==> src/rtl/scan_if.sv <==
// Scan sequencer bus: control/config from the controlling agent, decoder drive
// and status back from the sequencer.
//   start, stop, continuous, dwell : controller -> sequencer
//   dec_en, dec_addr              : sequencer -> downstream n-to-2^n decoder
//   busy, done, wrap              : sequencer status flags
interface scan_if #(
    parameter int unsigned N       = 3,
    parameter int unsigned DWELL_W = 8
);
    logic               start;
    logic               stop;
    logic               continuous;
    logic [DWELL_W-1:0] dwell;
    logic               dec_en;
    logic [N-1:0]       dec_addr;
    logic               busy;
    logic               done;
    logic               wrap;

    modport master (
        output start, stop, continuous, dwell,
        input  dec_en, dec_addr, busy, done, wrap
    );

    modport slave (
        input  start, stop, continuous, dwell,
        output dec_en, dec_addr, busy, done, wrap
    );
endinterface

==> src/rtl/scan_sequencer.sv <==
// Steps a decoder address through 0..2^N-1, holding each address enabled for a
// programmable dwell and inserting one blanking cycle before each address change.
// Ports:
//   clk   : system clock, rising edge
//   rst_n : asynchronous active-low reset
//   bus   : scan_if.slave (start/stop/continuous/dwell in; dec_en/dec_addr/busy/done/wrap out)
// All outputs are registered.
module scan_sequencer #(
    parameter int unsigned N       = 3,
    parameter int unsigned DWELL_W = 8
) (
    input  logic   clk,
    input  logic   rst_n,
    scan_if.slave  bus
);

    localparam logic [N-1:0] ADDR_LAST = '1;

    typedef enum logic [1:0] {
        IDLE  = 2'd0,
        BLANK = 2'd1,
        DRIVE = 2'd2
    } state_t;

    state_t             state_q, state_d;
    logic [N-1:0]       addr_q, addr_d;
    logic [DWELL_W-1:0] cnt_q, cnt_d;
    logic [DWELL_W-1:0] dwell_q, dwell_d;
    logic               cont_q, cont_d;
    logic               en_q, en_d;
    logic               busy_q, busy_d;
    logic               done_q, done_d;
    logic               wrap_q, wrap_d;

    // State and registered outputs
    always_ff @(posedge clk or negedge rst_n) begin
        if (!rst_n) begin
            state_q <= IDLE;
            addr_q  <= '0;
            cnt_q   <= DWELL_W'(1);
            dwell_q <= DWELL_W'(1);
            cont_q  <= 1'b0;
            en_q    <= 1'b0;
            busy_q  <= 1'b0;
            done_q  <= 1'b0;
            wrap_q  <= 1'b0;
        end else begin
            state_q <= state_d;
            addr_q  <= addr_d;
            cnt_q   <= cnt_d;
            dwell_q <= dwell_d;
            cont_q  <= cont_d;
            en_q    <= en_d;
            busy_q  <= busy_d;
            done_q  <= done_d;
            wrap_q  <= wrap_d;
        end
    end

    // Next state plus next value of every output register; stop wins everywhere
    always_comb begin
        state_d = state_q;
        addr_d  = addr_q;
        cnt_d   = cnt_q;
        dwell_d = dwell_q;
        cont_d  = cont_q;
        en_d    = 1'b0;
        busy_d  = 1'b0;
        done_d  = 1'b0;
        wrap_d  = 1'b0;

        case (state_q)
            IDLE: begin
                if (bus.start && !bus.stop) begin
                    state_d = BLANK;
                    addr_d  = '0;
                    busy_d  = 1'b1;
                    dwell_d = (bus.dwell == '0) ? DWELL_W'(1) : bus.dwell;
                    cont_d  = bus.continuous;
                end
            end
            BLANK: begin
                if (bus.stop) begin
                    state_d = IDLE;
                end else begin
                    state_d = DRIVE;
                    en_d    = 1'b1;
                    busy_d  = 1'b1;
                    cnt_d   = dwell_q;
                end
            end
            DRIVE: begin
                if (bus.stop) begin
                    state_d = IDLE;
                end else if (cnt_q > DWELL_W'(1)) begin
                    // counter runs D..1; value 1 marks the last enabled cycle
                    cnt_d  = cnt_q - DWELL_W'(1);
                    en_d   = 1'b1;
                    busy_d = 1'b1;
                end else if (addr_q != ADDR_LAST) begin
                    state_d = BLANK;
                    addr_d  = addr_q + N'(1);
                    busy_d  = 1'b1;
                end else if (cont_q) begin
                    state_d = BLANK;
                    addr_d  = '0;
                    busy_d  = 1'b1;
                    wrap_d  = 1'b1;
                end else begin
                    state_d = IDLE;
                    done_d  = 1'b1;
                end
            end
            default: begin
                state_d = IDLE;
            end
        endcase
    end

    assign bus.dec_en   = en_q;
    assign bus.dec_addr = addr_q;
    assign bus.busy     = busy_q;
    assign bus.done     = done_q;
    assign bus.wrap     = wrap_q;

endmodule

==> src/flat_wrapper.sv <==
// flat-port wrapper written by rule: the top's interface ports become plain ports
module scan_sequencer_flat 
#(
    parameter int unsigned N       = 3,
    parameter int unsigned DWELL_W = 8
)
  (clk, rst_n, bus_start, bus_stop, bus_continuous, bus_dwell, bus_dec_en, bus_dec_addr, bus_busy, bus_done, bus_wrap);
  scan_if #(.N(N), .DWELL_W(DWELL_W)) bus_i ();
  input  logic clk;
  input  logic rst_n;
  input wire logic [$bits(bus_i.start)-1:0] bus_start;
  input wire logic [$bits(bus_i.stop)-1:0] bus_stop;
  input wire logic [$bits(bus_i.continuous)-1:0] bus_continuous;
  input wire logic [$bits(bus_i.dwell)-1:0] bus_dwell;
  output wire logic [$bits(bus_i.dec_en)-1:0] bus_dec_en;
  output wire logic [$bits(bus_i.dec_addr)-1:0] bus_dec_addr;
  output wire logic [$bits(bus_i.busy)-1:0] bus_busy;
  output wire logic [$bits(bus_i.done)-1:0] bus_done;
  output wire logic [$bits(bus_i.wrap)-1:0] bus_wrap;
  assign bus_i.start = bus_start;
  assign bus_i.stop = bus_stop;
  assign bus_i.continuous = bus_continuous;
  assign bus_i.dwell = bus_dwell;
  assign bus_dec_en = bus_i.dec_en;
  assign bus_dec_addr = bus_i.dec_addr;
  assign bus_busy = bus_i.busy;
  assign bus_done = bus_i.done;
  assign bus_wrap = bus_i.wrap;
  scan_sequencer #(.N(N), .DWELL_W(DWELL_W)) u_core (.clk(clk), .rst_n(rst_n), .bus(bus_i));
endmodule
==> config.mk <==
export PLATFORM = sky130hd
export DESIGN_NAME = scan_sequencer_flat
export DESIGN_NICKNAME = d
export VERILOG_FILES = /design/src/rtl/scan_if.sv /design/src/rtl/scan_sequencer.sv /design/src/flat_wrapper.sv
export SDC_FILE = /design/constraint.sdc
export NUM_CORES = 1
export LEC_CHECK = 0
export CAP_MARGIN = 20
export CORE_UTILIZATION = 55
export CTS_BUF_LIST = sky130_fd_sc_hd__clkbuf_16
export DETAILED_ROUTE_END_ITERATION = 7
export HOLD_SLACK_MARGIN = 0.15
export PLACE_DENSITY = 0.8
export REMOVE_ABC_BUFFERS = 1
export SYNTH_ARGS = -nofsm -noshare
export SYNTH_HDL_FRONTEND = slang
export SYNTH_SLANG_ARGS = --single-unit
==> constraint.sdc <==
create_clock -name clk -period 3.9 [get_ports clk]
set_input_delay 1.17 -clock clk [delete_from_list [all_inputs] [get_ports clk]]
set_output_delay 1.17 -clock clk [all_outputs]
set_load 0.005 [all_outputs]
==> flow_metrics.env <==
export IMPL_hold_class="flip-flop to flip-flop"
export IMPL_grt_overflow_total=0
export IMPL_grt_max_degree=27
export IMPL_antenna_cells=0
export IMPL_cts_tree="yes"
export IMPL_final_layout_size_suffix_gt1_share_pct=10.56
export IMPL_yosys_warnings=0
export IMPL_vdd_ir_drop_max_v=0.0004071
export IMPL_drv_slew=0
export IMPL_antenna_found_initial=0
export IMPL_timing_max_cap_violations=0
export IMPL_p_int_uw=734.9
export IMPL_postPlaceCellArea_um2=1760
export IMPL_final_setup_viol_count=0
export IMPL_period_share_pct=70.11
export IMPL_fin_crit_ps=2734
export IMPL_critPathLaunchType="input pin"
export IMPL_rsz0062_at_grt="no"
export IMPL_clock_root_buffer="clkbuf_16"
export IMPL_p_leak_nw=0.7828
export IMPL_cts_resized=0
export IMPL_pin_count=20
export IMPL_critPathMaxStageDelay_ps=600
export IMPL_path_max_fanout=13
export IMPL_path_class="input pin to flip-flop"
export IMPL_synth_seq_cells=26
export IMPL_ant_nets=0
export IMPL_power_density_nw_per_um2=647.6
export IMPL_cts_setup_buffers=0
export IMPL_yosysTopAreaCell="dfrtp_1"
export IMPL_cts_buffers=3
export IMPL_grt_pass1_wl_um=5478
export IMPL_skew_ps=3.207
export IMPL_hold_viol_final=0
export IMPL_path_cells="clkdlybuf4s50_1 > nand2b_1 > a31oi_1 > buf_4 > o31ai_1 > a221o_1"
export IMPL_routed_wl_um=3381
export IMPL_drc=0
export IMPL_netlist_area_um2=1538
export IMPL_yosys_top_cells_area="dfrtp_1, ha_1, mux2_2"
export IMPL_grt_usage_pct=26.10
export IMPL_worstPathRequired_ps=4040
export IMPL_synth_distinct_cells=43
export IMPL_synth_top_area_share_pct=39.06
export IMPL_worst_pin_slew_ps=798.6
export IMPL_cts_hold_buf=0
export IMPL_worst_path_max_delay_cell="clkdlybuf4s50_1"
export IMPL_clk_latency_ps=260
export IMPL_portBuffers=19
export IMPL_die_h_um=54.88
export IMPL_routabilityCongestion=0.8722
export IMPL_clock_sinks=26
export IMPL_core_area_um2=2567
export IMPL_postLayoutCellArea_um2=1839
export IMPL_syn_area_per_cell_um2=9.611
export IMPL_p_comb_share_pct=38.3
export IMPL_dieArea_um2=3011
export IMPL_area_growth_pct=19.61
export IMPL_num_fill_cells=209
export IMPL_fin_tns_setup_ps=0
export IMPL_drt_iter0_drc=38
export IMPL_slew_headroom_pct=46.76
export IMPL_detailed_place_hpwl_um=2451
export IMPL_num_vias=1320
export IMPL_cts_htree_levels=1
export IMPL_num_nets_final=202
export IMPL_max_freq_ghz=0.3657
export IMPL_layout_common_cells="dfrtp_1, clkdlybuf4s50_1, nand2_1"
export IMPL_status="finished, final reports clean"
export IMPL_clk_pin_slew_ps=60
export IMPL_switching_share_pct=38.31
export IMPL_crit_path_end_kind="flip-flop"
export IMPL_ys_seq_area_share_pct=42.47
export IMPL_dieWidth_um=54.88
export IMPL_viasPerCell=6.286
export IMPL_core_rowCount=18
export IMPL_first_global_vias=1191
export IMPL_wl_per_cell_um=16.10
export IMPL_netlist_instances=160
export IMPL_clock_path_buffers=2
export IMPL_start_util_pct=59.89
export IMPL_arrival_ps=2880
export IMPL_final_common_cell="dfrtp_1"
export IMPL_seqPwrFrac_pct=42.5
export IMPL_p_clk_share_pct=19.2
export IMPL_dr_pass1_iters=4
export IMPL_p_sw_uw=456.3
-- flip-flops by register name, summed over array words and instances, names as in the netlist --
signal	count
u_core.state_q	2
u_core.bus.wrap	1
u_core.bus.done	1
u_core.cont_q	1
u_core.bus.busy	1
u_core.cnt_q	8
u_core.dwell_q	8
u_core.bus.dec_en	1
u_core.bus.dec_addr	3
-- layout make-up --
type | count | area [um^2] | share of cell area (%)
multi-input cells | 118 | 819.5 | 44.56
inverters | 10 | 37.54 | 2.041
clock buffers | 3 | 75.07 | 4.082
clock inverters | 1 | 3.754 | 0.2041
repair buffers | 22 | 212.7 | 11.56
flip-flops and latches | 26 | 653.1 | 35.51
well taps | 30 | 37.54 | 2.041
-- synthesized netlist by cell type --
| library cell | number |
|---|---|
| nor4_4 | 1 |
| or3_1 | 3 |
| nor2b_1 | 4 |
| nor3_1 | 6 |
| dfrtp_1 | 24 |
| o31ai_1 | 4 |
| and2_1 | 1 |
| o21ai_1 | 1 |
| nor4_2 | 1 |
| or4_1 | 1 |
| nand3_2 | 1 |
| and3_1 | 3 |
| a31oi_1 | 6 |
| inv_1 | 10 |
| o22ai_1 | 1 |
| buf_4 | 1 |
| buf_1 | 1 |
| nand3b_1 | 1 |
| and4_1 | 1 |
| o311ai_0 | 1 |
| o2111ai_1 | 1 |
| a21boi_0 | 1 |
| nor2_1 | 11 |
| mux2_2 | 8 |
| clkbuf_2 | 1 |
| mux2_1 | 1 |
| nand4_1 | 2 |
| a211oi_1 | 2 |
| or2_1 | 1 |
| clkbuf_1 | 3 |
| ha_1 | 8 |
| nand2_1 | 13 |
| mux2i_1 | 2 |
| a221o_1 | 3 |
| a22oi_1 | 3 |
| dfstp_2 | 2 |
| o21ai_0 | 3 |
| a21oi_1 | 8 |
| nand3_1 | 2 |
| o32ai_1 | 1 |
| nor4_1 | 5 |
| o211ai_1 | 2 |
| nand2b_1 | 5 |
-- final timing paths --
path                            depth (start not counted)  slack, ps                             to                          start
worst min-delay path                                    2        500  u_core.dwell_q[0]$_DFFE_PN1P_  u_core.dwell_q[0]$_DFFE_PN1P_
min in group asynchronous                               2       1270    u_core.cnt_q[3]$_DFFE_PN0P_                          rst_n
worst max register to register                          7       1530  u_core.state_q[0]$_DFFE_PN0P_  u_core.state_q[0]$_DFFE_PN0P_
max in group asynchronous                               2       2340  u_core.dwell_q[0]$_DFFE_PN1P_                          rst_n
worst max-delay path                                    6       1170  u_core.state_q[0]$_DFFE_PN0P_                       bus_stop
worst min register to register                          2        500  u_core.dwell_q[0]$_DFFE_PN1P_  u_core.dwell_q[0]$_DFFE_PN1P_
-- power by group through the flow --
stage | Clock [mW] | Combinational [mW] | Sequential [mW]
after floorplan | 0 | 0.334 | 0.473
after global placement | 0 | 0.436 | 0.500
after detailed placement | 0 | 0.451 | 0.508
after CTS | 0.232 | 0.454 | 0.504
after global routing | 0.239 | 0.510 | 0.522
final | 0.229 | 0.456 | 0.506
-- worst max-delay path, delay by kind of cell --
| kind | cells | cell delay (ps) |
|---|---|---|
| simple gates | 1 | 310 |
| compound gates | 3 | 580 |
| buf+inv | 2 | 810 |
-- per-stage QoR --
step           setup slack, ps  cells  utilization, %  power (mW)  hold slack, ps
2_1_floorplan             1363    154               -      0.8070           457.8
5_1_grt                   1057    210           71.64       1.272           533.4
6_report                  1166    210           71.64       1.191           500.5
3_3_place_gp             953.5    206           68.57      0.9357           476.3
4_1_cts                   1187    210           71.64       1.190           502.2
3_5_place_dp             900.9    206           68.57      0.9587           492.3
-- metal layers --
layer  up-vias  part of all wire [%]  global-route usage [%]
li1        633                     -                       -
met1       618                    46                   36.99
met3         9                   6.8                   4.722
met5         -                     0                       0
met2        60                    46                   39.56
met4         0                   1.1                   8.547
-- cells by family (layout without fill, tap and decap cells) --
group	count (synthesis)	count (layout)	share of synthesized area, %
muxes	11	11	7.893
adders and majority gates	8	8	6.510
buffers and inverters	16	36	4.231
and+or+nand+nor	62	62	22.62
AOI/OAI and AO/OA	37	37	16.27
DFF	26	26	42.47
No activity file was read; power rests on OpenSTA's default activity.
